**config.mk**
```make
export PLATFORM = sky130hd
export DESIGN_NAME = arb_merge3_ctrl
export DESIGN_NICKNAME = d
export VERILOG_FILES = /design/src/rtl/arb_merge3_pkg.sv /design/src/rtl/rr_pick3.sv /design/src/rtl/arb_merge3_ctrl.sv
export SDC_FILE = /design/constraint.sdc
export NUM_CORES = 1
export LEC_CHECK = 0
export CAP_MARGIN = 20
export CORE_ASPECT_RATIO = 1.25
export CORE_MARGIN = 4
export CORE_UTILIZATION = 54
export DETAILED_ROUTE_END_ITERATION = 8
export DONT_BUFFER_PORTS = 1
export HOLD_SLACK_MARGIN = 0.1
export PLACE_DENSITY = 0.73
export SYNTH_ARGS = -nofsm -noshare
export SYNTH_HDL_FRONTEND = slang
export SYNTH_SLANG_ARGS = --single-unit
```
**constraint.sdc**
```tcl
create_clock -name clk -period 1.45 [get_ports clk]
set_input_delay 0.145 -clock clk [delete_from_list [all_inputs] [get_ports clk]]
set_output_delay 0.145 -clock clk [all_outputs]
set_load 0.01 [all_outputs]
```
**src/rtl/arb_merge3_pkg.sv**
```systemverilog
// Shared types and constants for the three-way merge arbiter.
// Latency: none (declarations only).
// Backpressure: not applicable.
package arb_merge3_pkg;

   localparam int         NUM_REQ  = 3;
   localparam logic [1:0] SEL_NONE = 2'b11;

   typedef enum logic [2:0] {
      ST_IDLE,
      ST_FIRE0,
      ST_GAP0,
      ST_FIRE1,
      ST_GAP1,
      ST_DRIVE,
      ST_FREE
   } state_t;

   // Modulo-3 increment of a requester index; SEL_NONE folds back to 0.
   function automatic logic [1:0] next_idx(input logic [1:0] idx);
      return (idx >= 2'd2) ? 2'd0 : idx + 2'd1;
   endfunction

endpackage

```
**src/rtl/rr_pick3.sv**
```systemverilog
// Round-robin pick among three requesters, searching ptr, ptr+1, ptr+2 (mod 3).
// Latency: purely combinational.
// Backpressure: none; the caller decides when to take the pick.
module rr_pick3
   import arb_merge3_pkg::*;
(
   input  logic [2:0] request,
   input  logic [1:0] ptr,
   output logic       valid,
   output logic [1:0] index
);

   logic [1:0] cand0;
   logic [1:0] cand1;
   logic [1:0] cand2;

   // Walk candidates from lowest to highest priority so the first candidate wins.
   always_comb begin
      cand0 = (ptr == SEL_NONE) ? 2'd0 : ptr;
      cand1 = next_idx(cand0);
      cand2 = next_idx(cand1);
      valid = |request;
      index = SEL_NONE;
      if (request[cand2]) index = cand2;
      if (request[cand1]) index = cand1;
      if (request[cand0]) index = cand0;
   end

endmodule

```
**src/rtl/arb_merge3_ctrl.sv**
```systemverilog
// Three-requester merge controller: grant, fire two register stages, hand off downstream.
// Latency: grant->fire0 1 cycle, fire1 after FIRE_GAP idle cycles, driveNext FIRE_GAP cycles later.
// Backpressure: holds o_driveNext until i_freeNext; requesters wait on i_drive until o_free.
module arb_merge3_ctrl
   import arb_merge3_pkg::*;
#(
   parameter int FIRE_GAP = 0
)
(
   input  logic       clk,
   input  logic       rst,
   input  logic [2:0] i_drive,
   output logic [2:0] o_free,
   output logic       o_driveNext,
   input  logic       i_freeNext,
   output logic [1:0] o_fire_2,
   output logic [1:0] o_sel
);

   localparam logic [3:0] GAP_LOAD = 4'(FIRE_GAP);

   state_t     state;
   logic [1:0] ptr;
   logic [3:0] gap_cnt;
   logic       pick_vld;
   logic [1:0] pick_idx;

   rr_pick3 u_pick (
      .request (i_drive),
      .ptr     (ptr),
      .valid   (pick_vld),
      .index   (pick_idx)
   );

   // Single sequencer: every output is registered and changes only on a state transition.
   always_ff @(posedge clk) begin
      if (rst) begin
         state       <= ST_IDLE;
         ptr         <= 2'd0;
         gap_cnt     <= 4'd0;
         o_free      <= 3'b000;
         o_driveNext <= 1'b0;
         o_fire_2    <= 2'b00;
         o_sel       <= SEL_NONE;
      end else begin
         // Pulse outputs default low; only the state that owns them raises them.
         o_free   <= 3'b000;
         o_fire_2 <= 2'b00;
         case (state)
            ST_IDLE: begin
               if (pick_vld) begin
                  o_sel    <= pick_idx;
                  o_fire_2 <= 2'b01;
                  state    <= ST_FIRE0;
               end else begin
                  o_sel <= SEL_NONE;
               end
            end
            ST_FIRE0: begin
               if (GAP_LOAD == 4'd0) begin
                  o_fire_2 <= 2'b10;
                  state    <= ST_FIRE1;
               end else begin
                  gap_cnt <= GAP_LOAD;
                  state   <= ST_GAP0;
               end
            end
            ST_GAP0: begin
               if (gap_cnt == 4'd1) begin
                  gap_cnt  <= 4'd0;
                  o_fire_2 <= 2'b10;
                  state    <= ST_FIRE1;
               end else begin
                  gap_cnt <= gap_cnt - 4'd1;
               end
            end
            ST_FIRE1: begin
               if (GAP_LOAD == 4'd0) begin
                  o_driveNext <= 1'b1;
                  state       <= ST_DRIVE;
               end else begin
                  gap_cnt <= GAP_LOAD;
                  state   <= ST_GAP1;
               end
            end
            ST_GAP1: begin
               if (gap_cnt == 4'd1) begin
                  gap_cnt     <= 4'd0;
                  o_driveNext <= 1'b1;
                  state       <= ST_DRIVE;
               end else begin
                  gap_cnt <= gap_cnt - 4'd1;
               end
            end
            ST_DRIVE: begin
               if (i_freeNext) begin
                  o_driveNext <= 1'b0;
                  o_free      <= 3'b001 << o_sel;
                  state       <= ST_FREE;
               end
            end
            ST_FREE: begin
               ptr   <= next_idx(o_sel);
               o_sel <= SEL_NONE;
               state <= ST_IDLE;
            end
            default: begin
               o_driveNext <= 1'b0;
               o_sel       <= SEL_NONE;
               state       <= ST_IDLE;
            end
         endcase
      end
   end

endmodule

```
==> flow_summary.json, run 1 <==
{
  "cts_buffers": 3,
  "yosysWarnings": 0,
  "cts_sinks": 17,
  "final_util": 0.646,
  "switching_power_uw": 353,
  "grt_max_degree": 15,
  "crit_family": "compound AO/OA/AOI/OAI gates",
  "p_seq_frac": 0.539,
  "cp.arrival_ps": 1600,
  "ir_drop_v": 0.000804,
  "relSlewSlack": 0.777,
  "start_util": 0.584,
  "row_count": 16,
  "antenna_found_initial": 0,
  "die_area_um2": 2470,
  "max_stage_delay_ps": 340,
  "ant_nets": 0,
  "die_width_um": 45.2,
  "drive_gt1_frac": 0.198,
  "yosys.cell_types.count": 37,
  "wirelength_um": 1790,
  "fin_crit_ps": 1370,
  "whs_ps": -98.5,
  "cp_max_fo": 6,
  "critPathLaunchType": "flop",
  "yosysTopAreaCell": "dfxtp_1",
  "crit_path_top_delay_cell": "dfxtp_1",
  "cts_tree": "built",
  "power_density_nw_per_um2": 1080,
  "setup_viol": 0,
  "postLayoutCellArea_um2": 1030,
  "routabilityCongestion": 0.818,
  "cts.clk_slew.worst_paths_ps": 100,
  "drv_slew": 0,
  "critPathRequiredTime_ps": 1680,
  "via_count": 788,
  "pwr-share-clk": 0.225,
  "crit_type": "flop to flop",
  "power_uw": 1120,
  "worst_setup_path_end_kind": "flop",
  "outcome": "finished with violations",
  "syn_area_per_cell_um2": 8.59,
  "die_h_um": 54.5,
  "maxCapViolCount": 0,
  "placed_cell_area_um2": 960,
  "hold_viol_final": 11,
  "hp-class": "input pin to flop",
  "tightest_slew_ps": 334,
  "finalCritPeriodShare": 0.943,
  "pre_cts_ws_ps": 23.9,
  "drt-vias-per-instance": 5.88,
  "swShare": 0.316,
  "clock-skew-final_ps": 2.13,
  "syn_to_final_growth_pct": 10.6,
  "clockRootBuffer": "clkbuf_4",
  "rsz0062_at_grt": "no",
  "power.internal_uw": 765,
  "crit_buf_inv": 1,
  "wl_per_cell_um": 13.4,
  "synth_area_leaders": "dfxtp_1, ha_1, a21oi_1",
  "crit_chain": "inv_1 -> ha_4 -> nor2_1 -> o21a_1 -> a211o_1 -> a21oi_1",
  "cts.path.max_buffers": 2,
  "cellLeakagePower_uw": 0.000380,
  "combPwrFrac": 0.237,
  "max_freq_mhz": 731,
  "firstDrtPassIters": 4,
  "syn_inst": 109,
  "grtUsageTotal": 0.167,
  "grt_pass1_vias": 746,
  "ctsHoldBuffers": 3,
  "ios": 14,
  "nFillCells": 142,
  "tns_ps": 0,
  "cts-htree-levels": 1,
  "grt-ovfl-total": 0,
  "ys_seq_elements": 17,
  "yosysSeqAreaShare": 0.364,
  "fin_ws_ps": 82.3,
  "syn_area_um2": 936,
  "io_buffers": 0,
  "violations": "hold timing",
  "final_net_count": 128,
  "drc": 0,
  "drt-initial-drc-count": 7,
  "grt_pass1_wl_um": 2990,
  "clk_latency_ps": 290,
  "syn-num-nets": 120,
  "fp.coreArea_um2": 1600,
  "diodes": 0,
  "dpl.hpwl_um": 1310,
  "yosys.area.top_type_share": 0.364
}
area by class of cell:
cell class                 count  area (um^2)  share of cell area
tap                           18         22.5              0.0218
sequential                    17          343               0.331
clock buffer                   3         22.5              0.0218
inverter                       8         30.0              0.0290
clock inverter                 1         5.00             0.00484
timing repair buffer           8         67.6              0.0653
multi-input combinational     79          544               0.526
through the flow:
step | hold slack, ps | instances
6_report | -98.5 | 134
5_1_grt | -112 | 134
4_1_cts | -101 | 134
3_5_place_dp | 219 | 127
3_3_place_gp | 216 | 127
2_1_floorplan | 223 | 109
cells in the mapped netlist:
library cell,instances
or3_4,1
o2bb2ai_1,1
o211ai_1,1
and2b_1,1
a211o_1,1
nor2_1,13
a211oi_1,2
a211o_2,1
a21bo_2,1
nand2_2,1
buf_2,2
nor3_1,6
or3_1,2
or4b_4,1
o32ai_1,1
o31ai_1,1
o21ai_0,3
nand2_1,7
buf_6,2
clkbuf_1,1
xnor2_1,1
a21oi_1,11
nand4b_1,1
a31oi_1,2
nor3b_2,3
o21a_1,1
dfxtp_1,17
nand3_1,2
a21boi_0,1
ha_1,5
nor2b_1,2
o211a_1,1
inv_1,8
o31a_2,1
mux2i_1,2
nor2_4,1
nor3b_1,1
worst paths after layout:
kind / cells after the start / startpoint / slack, ps / to
setup reg to reg: 6 / ptr[0]$_SDFFE_PP0N_ / 80 / o_sel[1]$_SDFFE_PP1N_
hold reg to reg: 2 / ptr[1]$_SDFFE_PP0N_ / 490 / ptr[1]$_SDFFE_PP0N_
setup / recovery: 6 / ptr[0]$_SDFFE_PP0N_ / 80 / o_sel[1]$_SDFFE_PP1N_
hold / removal: 1 / rst / -100 / ptr[1]$_SDFFE_PP0N_
state kept, by name, indices dropped and copies added, names as in the netlist:
name	cells
o_sel	2
ptr	2
o_free	3
o_driveNext	1
state	3
gap_cnt	4
o_fire_2	2
per-layer routing:
metal | routed length [um] | part of all wire | GRT usage
met5 | 0 | 0 | 0
met4 | 23 | 0.013 | 0.0878
met3 | 117 | 0.065 | 0.0395
met2 | 946 | 0.53 | 0.314
met1 | 702 | 0.39 | 0.165
cells by family (layout without fill, tap and decap cells):
| logic type | after synthesis | in the layout | share of synthesized area |
|---|---|---|---|
| simple gates | 42 | 42 | 0.261 |
| compound gates | 29 | 29 | 0.207 |
| flops | 17 | 17 | 0.364 |
| buf+inv | 13 | 20 | 0.0709 |
| fa+ha+maj | 5 | 5 | 0.0668 |
| mux | 2 | 2 | 0.0214 |
| xor+xnor | 1 | 1 | 0.00936 |
power by group through the flow:
stage	logic, uW	registers [uW]	clock network (uW)
floorplan	238	582	0
global placement	248	611	0
detailed placement	257	613	0
CTS	266	603	261
global route	300	613	275
finish	265	603	251
worst reg2reg max path: stages (launching register included):
cell	delay [ps]
dfxtp_1	340
inv_1	70
ha_4	290
nor2_1	60
o21a_1	180
a211o_1	260
a21oi_1	120
placed cells by master (no fill, tap or decap), types with 2 or more instances in the layout:
cell type / synthesis / routed
clkbuf_4: 0 / 3
nand3_1: 2 / 2
buf_4: 0 / 5
mux2i_1: 2 / 2
dfxtp_2: 0 / 2
nor3b_2: 3 / 3
dfxtp_1: 17 / 15
nor2b_1: 2 / 2
ha_1: 5 / 3
a211oi_1: 2 / 2
a31oi_1: 2 / 2
dlygate4sd3_1: 0 / 3
nor3_1: 6 / 6
nor2_1: 13 / 13
or3_1: 2 / 2
a21oi_1: 11 / 11
nand2_1: 7 / 7
o21ai_0: 3 / 3
inv_1: 8 / 8
what timing repair did:
item | 4_1_cts | 5_1_grt
setup endpoints to repair | 0 | 4
hold endpoints to repair | 17 | 15
buffers inserted | 0 | 0
resized for setup | 0 | 4
Power figures use the tool's default switching activity.
==> inputs of run 2 (changes only) <==
--- a/config.mk
+++ b/config.mk
@@ -8,11 +8,12 @@
 export CAP_MARGIN = 20
 export CORE_ASPECT_RATIO = 1.25
 export CORE_MARGIN = 4
-export CORE_UTILIZATION = 54
+export CORE_UTILIZATION = 30
 export DETAILED_ROUTE_END_ITERATION = 8
 export DONT_BUFFER_PORTS = 1
 export HOLD_SLACK_MARGIN = 0.1
-export PLACE_DENSITY = 0.73
+export PLACE_DENSITY = 0.46
 export SYNTH_ARGS = -nofsm -noshare
 export SYNTH_HDL_FRONTEND = slang
 export SYNTH_SLANG_ARGS = --single-unit
+export TNS_END_PERCENT = 10
==> run 2 against run 1 <==
Compared with the run above:
- the flow still finishes with violations (hold timing)
- first-iteration DRC count increased to 3.0 times the previous value
- fmax shrank 3.3%
- clock power is essentially flat
- final cell count is 14% higher
- sequential power is essentially flat
- global-route usage is 7.1 points lower
- combinational power rose by 4%
- hold slack better by 5.5 ps
- clock skew grew 0.99 ps
- critical path depth down 2
- worst setup slack got worse by 47 ps
- wire length is 7.9% higher
==> flow_summary.json, run 2 (synthesized netlist as in run 1, its figures left out) <==
{
  "outcome": "finished with violations",
  "violations": "hold timing",
  "tightest_slew_ps": 343,
  "routabilityCongestion": 0.760,
  "finalNonFillerCells": 153,
  "cts-htree-levels": 1,
  "dpl.hpwl_um": 1440,
  "combPwrFrac": 0.243,
  "wl_per_cell_um": 12.6,
  "cellLeakagePower_uw": 0.000382,
  "drive_gt1_frac": 0.222,
  "cp_max_fo": 8,
  "firstDrtPassIters": 4,
  "via_count": 768,
  "power_uw": 1130,
  "ant_nets": 0,
  "clock-skew-final_ps": 3.12,
  "die_area_um2": 4080,
  "layout_common_cells": "dfxtp_1, nor2_1, a21oi_1",
  "reg_top3": "gap_cnt: 4 flops, o_free: 3 flops, state: 3 flops",
  "worst_setup_path_end_kind": "flop",
  "antenna_found_initial": 0,
  "row_count": 22,
  "finalCritPeriodShare": 0.975,
  "grt_pass1_vias": 742,
  "drv_slew": 0,
  "grt_pass1_wl_um": 3100,
  "cts_tree": "built",
  "cts.path.max_buffers": 2,
  "p_seq_frac": 0.534,
  "cts_sinks": 17,
  "relSlewSlack": 0.771,
  "ctsHoldBuffers": 3,
  "fp.coreArea_um2": 2970,
  "grtUsageTotal": 0.0962,
  "critPathRequiredTime_ps": 1630,
  "cp.arrival_ps": 1590,
  "whs_ps": -93.0,
  "critPathLaunchType": "flop",
  "die_h_um": 70.4,
  "hold_viol_final": 11,
  "swShare": 0.313,
  "pwr-share-clk": 0.223,
  "nFillCells": 319,
  "maxCapViolCount": 0,
  "drc": 0,
  "io_buffers": 0,
  "drt-initial-drc-count": 21,
  "grt_max_degree": 15,
  "switching_power_uw": 354,
  "top_register": "gap_cnt",
  "max_freq_mhz": 707,
  "pre_cts_ws_ps": 32.0,
  "setup_viol": 0,
  "fin_crit_ps": 1410,
  "hp-class": "input pin to flop",
  "post-cts-setup-buffers": 0,
  "final_net_count": 129,
  "dp_cells": 146,
  "power_density_nw_per_um2": 1050,
  "final_util": 0.362,
  "grt-ovfl-total": 0,
  "crit_type": "flop to flop",
  "clk_latency_ps": 280,
  "drt-vias-per-instance": 5.02,
  "fin_ws_ps": 35.7,
  "start_util": 0.315,
  "die_width_um": 58.0,
  "largest_reg_flops": 4,
  "mostFrequentLayoutCell": "dfxtp_1",
  "clockRootBuffer": "clkbuf_4",
  "wirelength_um": 1930,
  "tns_ps": 0,
  "cts_buffers": 3,
  "power.internal_uw": 780,
  "cts.clk_slew.worst_paths_ps": 100,
  "syn_to_final_growth_pct": 15.1,
  "diodes": 0,
  "ios": 14,
  "ir_drop_v": 0.000688
}
[run 2: changes by cell type in the layout (fill, tap and decap cells not counted), sizes merged]
cell	previous run	this run
buf	5	6
clkinv	1	0
clkbuf	3	4
[run 2: power by group through the flow]
stage | clock network, uW | registers (uW) | logic [uW]
finish | 253 | 605 | 276
CTS | 269 | 604 | 271
detailed placement | 0 | 615 | 263
global route | 282 | 618 | 312
floorplan | 0 | 582 | 238
global placement | 0 | 614 | 260
[run 2: through the flow]
step,hold WS [ps],instance area [um^2]
floorplan,223,936
global route,-115,1080
global placement,217,990
CTS,-102,1050
finish,-93.0,1080
detailed placement,219,990
[run 2: area by class of cell]
class	instances	area, um^2	share of cell area
well taps	36	45.0	0.0418
inverters	8	30.0	0.0279
repair buffers	9	75.1	0.0697
multi-input cells	79	557	0.517
clock buffers	4	26.3	0.0244
flip-flops and latches	17	344	0.319
[run 2: worst paths after layout]
check,startpoint,end,slack [ps],cells past startpoint
max,state[1]$_SDFFE_PP0P_,o_sel[0]$_SDFFE_PP1N_,40,4
min,rst,ptr[1]$_SDFFE_PP0N_,-90,1
max reg2reg,state[1]$_SDFFE_PP0P_,o_sel[0]$_SDFFE_PP1N_,40,4
min reg2reg,ptr[1]$_SDFFE_PP0N_,ptr[1]$_SDFFE_PP0N_,490,2
[run 2: metal layers]
layer	wire, um	vias to the layer above	global-route usage
met5	0	-	0
met4	15	0	0.0387
met3	74	2	0.0240
met1	853	363	0.107
met2	987	6	0.170
li1	-	397	-
[run 2: what timing repair did]
item / 4_1_cts / 5_1_grt
gates resized for setup: 0 / 8
endpoints found under the hold margin: 17 / 15
setup endpoints to repair: 0 / 3
[run 2: worst max-delay path, stage by stage (launching register included)]
cell and delay [ps]:
dfxtp_1 420, nor2_4 140, or4b_4 480, a31oi_1 200, a21oi_2 70
==> inputs of run 3 (changes only) <==
--- a/config.mk
+++ b/config.mk
@@ -11,8 +11,9 @@
 export CORE_UTILIZATION = 30
 export DETAILED_ROUTE_END_ITERATION = 8
 export DONT_BUFFER_PORTS = 1
-export HOLD_SLACK_MARGIN = 0.1
-export PLACE_DENSITY = 0.46
+export HOLD_SLACK_MARGIN = 0.03
+export PLACE_DENSITY = 0.57
+export SKIP_LAST_GASP = 1
 export SYNTH_ARGS = -nofsm -noshare
 export SYNTH_HDL_FRONTEND = slang
 export SYNTH_SLANG_ARGS = --single-unit
==> run 3 against run 2 <==
Compared with the run above:
- the flow now finishes without violations
- sequential share of layout area grew 1.2 points
- cell area shrank 4.8%
- fmax grew 1.5%
- critical endpoint is now o_sel[1]$_SDFFE_PP1N_
==> flow_summary.json, run 3 (synthesized netlist as in run 1, its figures left out) <==
{
  "start_util": 0.315,
  "die_h_um": 70.4,
  "routabilityCongestion": 0.856,
  "cts_sinks": 17,
  "drt-vias-per-instance": 5.07,
  "dp_cells": 144,
  "clock-skew-final_ps": 0.500,
  "drv_slew": 0,
  "io_buffers": 0,
  "topRoutingLayerUsed": "met4",
  "via_count": 756,
  "tightest_slew_ps": 420,
  "mostFrequentLayoutCell": "dfxtp_1",
  "grt_max_degree": 12,
  "grt-ovfl-total": 0,
  "finalCritPeriodShare": 0.961,
  "cts.path.max_buffers": 2,
  "hold_viol_final": 0,
  "tns_ps": 0,
  "syn_to_final_growth_pct": 9.63,
  "setup_viol": 0,
  "drive_gt1_frac": 0.168,
  "top_register": "gap_cnt",
  "antenna_found_initial": 0,
  "row_count": 22,
  "grtUsageTotal": 0.0951,
  "worst_setup_path_end_kind": "flop",
  "routedLengthMet1_um": 778,
  "regArea_um2": 340,
  "multi_input_area_um2": 544,
  "cellLeakagePower_uw": 0.000364,
  "wirelength_um": 1820,
  "crit_type": "flop to flop",
  "final_util": 0.345,
  "cts_buffers": 3,
  "layout_common_cells": "dfxtp_1, nor2_1, a21oi_1",
  "firstDrtPassIters": 4,
  "relSlewSlack": 0.719,
  "ir_drop_v": 0.000569,
  "die_area_um2": 4080,
  "reg_top3": "gap_cnt: 4 flops, o_free: 3 flops, state: 3 flops",
  "grt_pass1_vias": 727,
  "finalNonFillerCells": 149,
  "met3WireLength_um": 126,
  "critPathLaunchType": "flop",
  "dr_wl_met2_um": 901,
  "final_net_count": 125,
  "fin_crit_ps": 1390,
  "drc": 0,
  "cts-htree-levels": 1,
  "critPathRequiredTime_ps": 1670,
  "hp-class": "input pin to flop",
  "largest_reg_flops": 4,
  "dpl.hpwl_um": 1410,
  "max_freq_mhz": 718,
  "diodes": 0,
  "grt_pass1_wl_um": 3140,
  "drt-initial-drc-count": 27,
  "power_density_nw_per_um2": 1080,
  "ant_nets": 0,
  "rsz0062_at_grt": "yes",
  "outcome": "finished, final reports clean",
  "cp_max_fo": 6,
  "nFillCells": 330,
  "postLayoutCellArea_um2": 1030,
  "power_uw": 1100,
  "clockRootBuffer": "clkbuf_4",
  "cts.clk_slew.worst_paths_ps": 90,
  "wl_per_cell_um": 12.2,
  "maxCapViolCount": 0,
  "fp.coreArea_um2": 2970,
  "ios": 14,
  "cts_tree": "built",
  "placed_cell_area_um2": 975,
  "die_width_um": 58.0,
  "clk_latency_ps": 280,
  "cp.arrival_ps": 1610
}
-- run 3: path summary, 6_finish.rpt --
kind | from | end | slack (ps) | cells after the start
worst max-delay path | ptr[0]$_SDFFE_PP0N_ | o_sel[1]$_SDFFE_PP1N_ | 60 | 6
worst min-delay path | rst | o_fire_2[0]$_SDFF_PP0_ | 40 | 2
worst max register to register | ptr[0]$_SDFFE_PP0N_ | o_sel[1]$_SDFFE_PP1N_ | 60 | 6
worst min register to register | ptr[1]$_SDFFE_PP0N_ | ptr[1]$_SDFFE_PP0N_ | 510 | 2
-- run 3: area by class of cell --
class / instances / share of cell area
inverters: 8 / 0.0293
repair buffers: 5 / 0.0390
clock buffers: 4 / 0.0256
flip-flops and latches: 17 / 0.332
multi-input cells: 79 / 0.530
well taps: 36 / 0.0439
-- run 3: power by group --
part,switching (uW),internal (uW),total (uW)
combinational,121,136,257
sequential,85.6,520,606
clock,135,107,242
-- run 3: repair_timing --
action	4_1_cts	5_1_grt
hold buffers	1	0
endpoints found under the setup margin	1	7
resized for setup	1	1
cloned	0	0
endpoints found under the hold margin	11	0
buffers inserted	0	0
-- run 3: per-layer routing --
metal | track usage | vias to the layer above
met5 | 0 | -
met3 | 0.0296 | 2
li1 | - | 393
met2 | 0.170 | 15
met4 | 0.0232 | 0
met1 | 0.107 | 346
-- run 3: worst max-delay path: stages, from the launching register on --
cell and delay [ps]:
dfxtp_1 340, inv_1 70, ha_4 290, nor2_1 60
o21a_1 190, a211o_1 260, a21oi_1 130
-- run 3: per-stage QoR --
| stage | hold WS (ps) | setup WS [ps] |
|---|---|---|
| after floorplan | 223 | 47.2 |
| after global placement | 217 | 19.9 |
| after detailed placement | 220 | 2.16 |
| after CTS | 30.9 | 57.1 |
| after global routing | 30.4 | -49.2 |
| final | 41.7 | 56.8 |
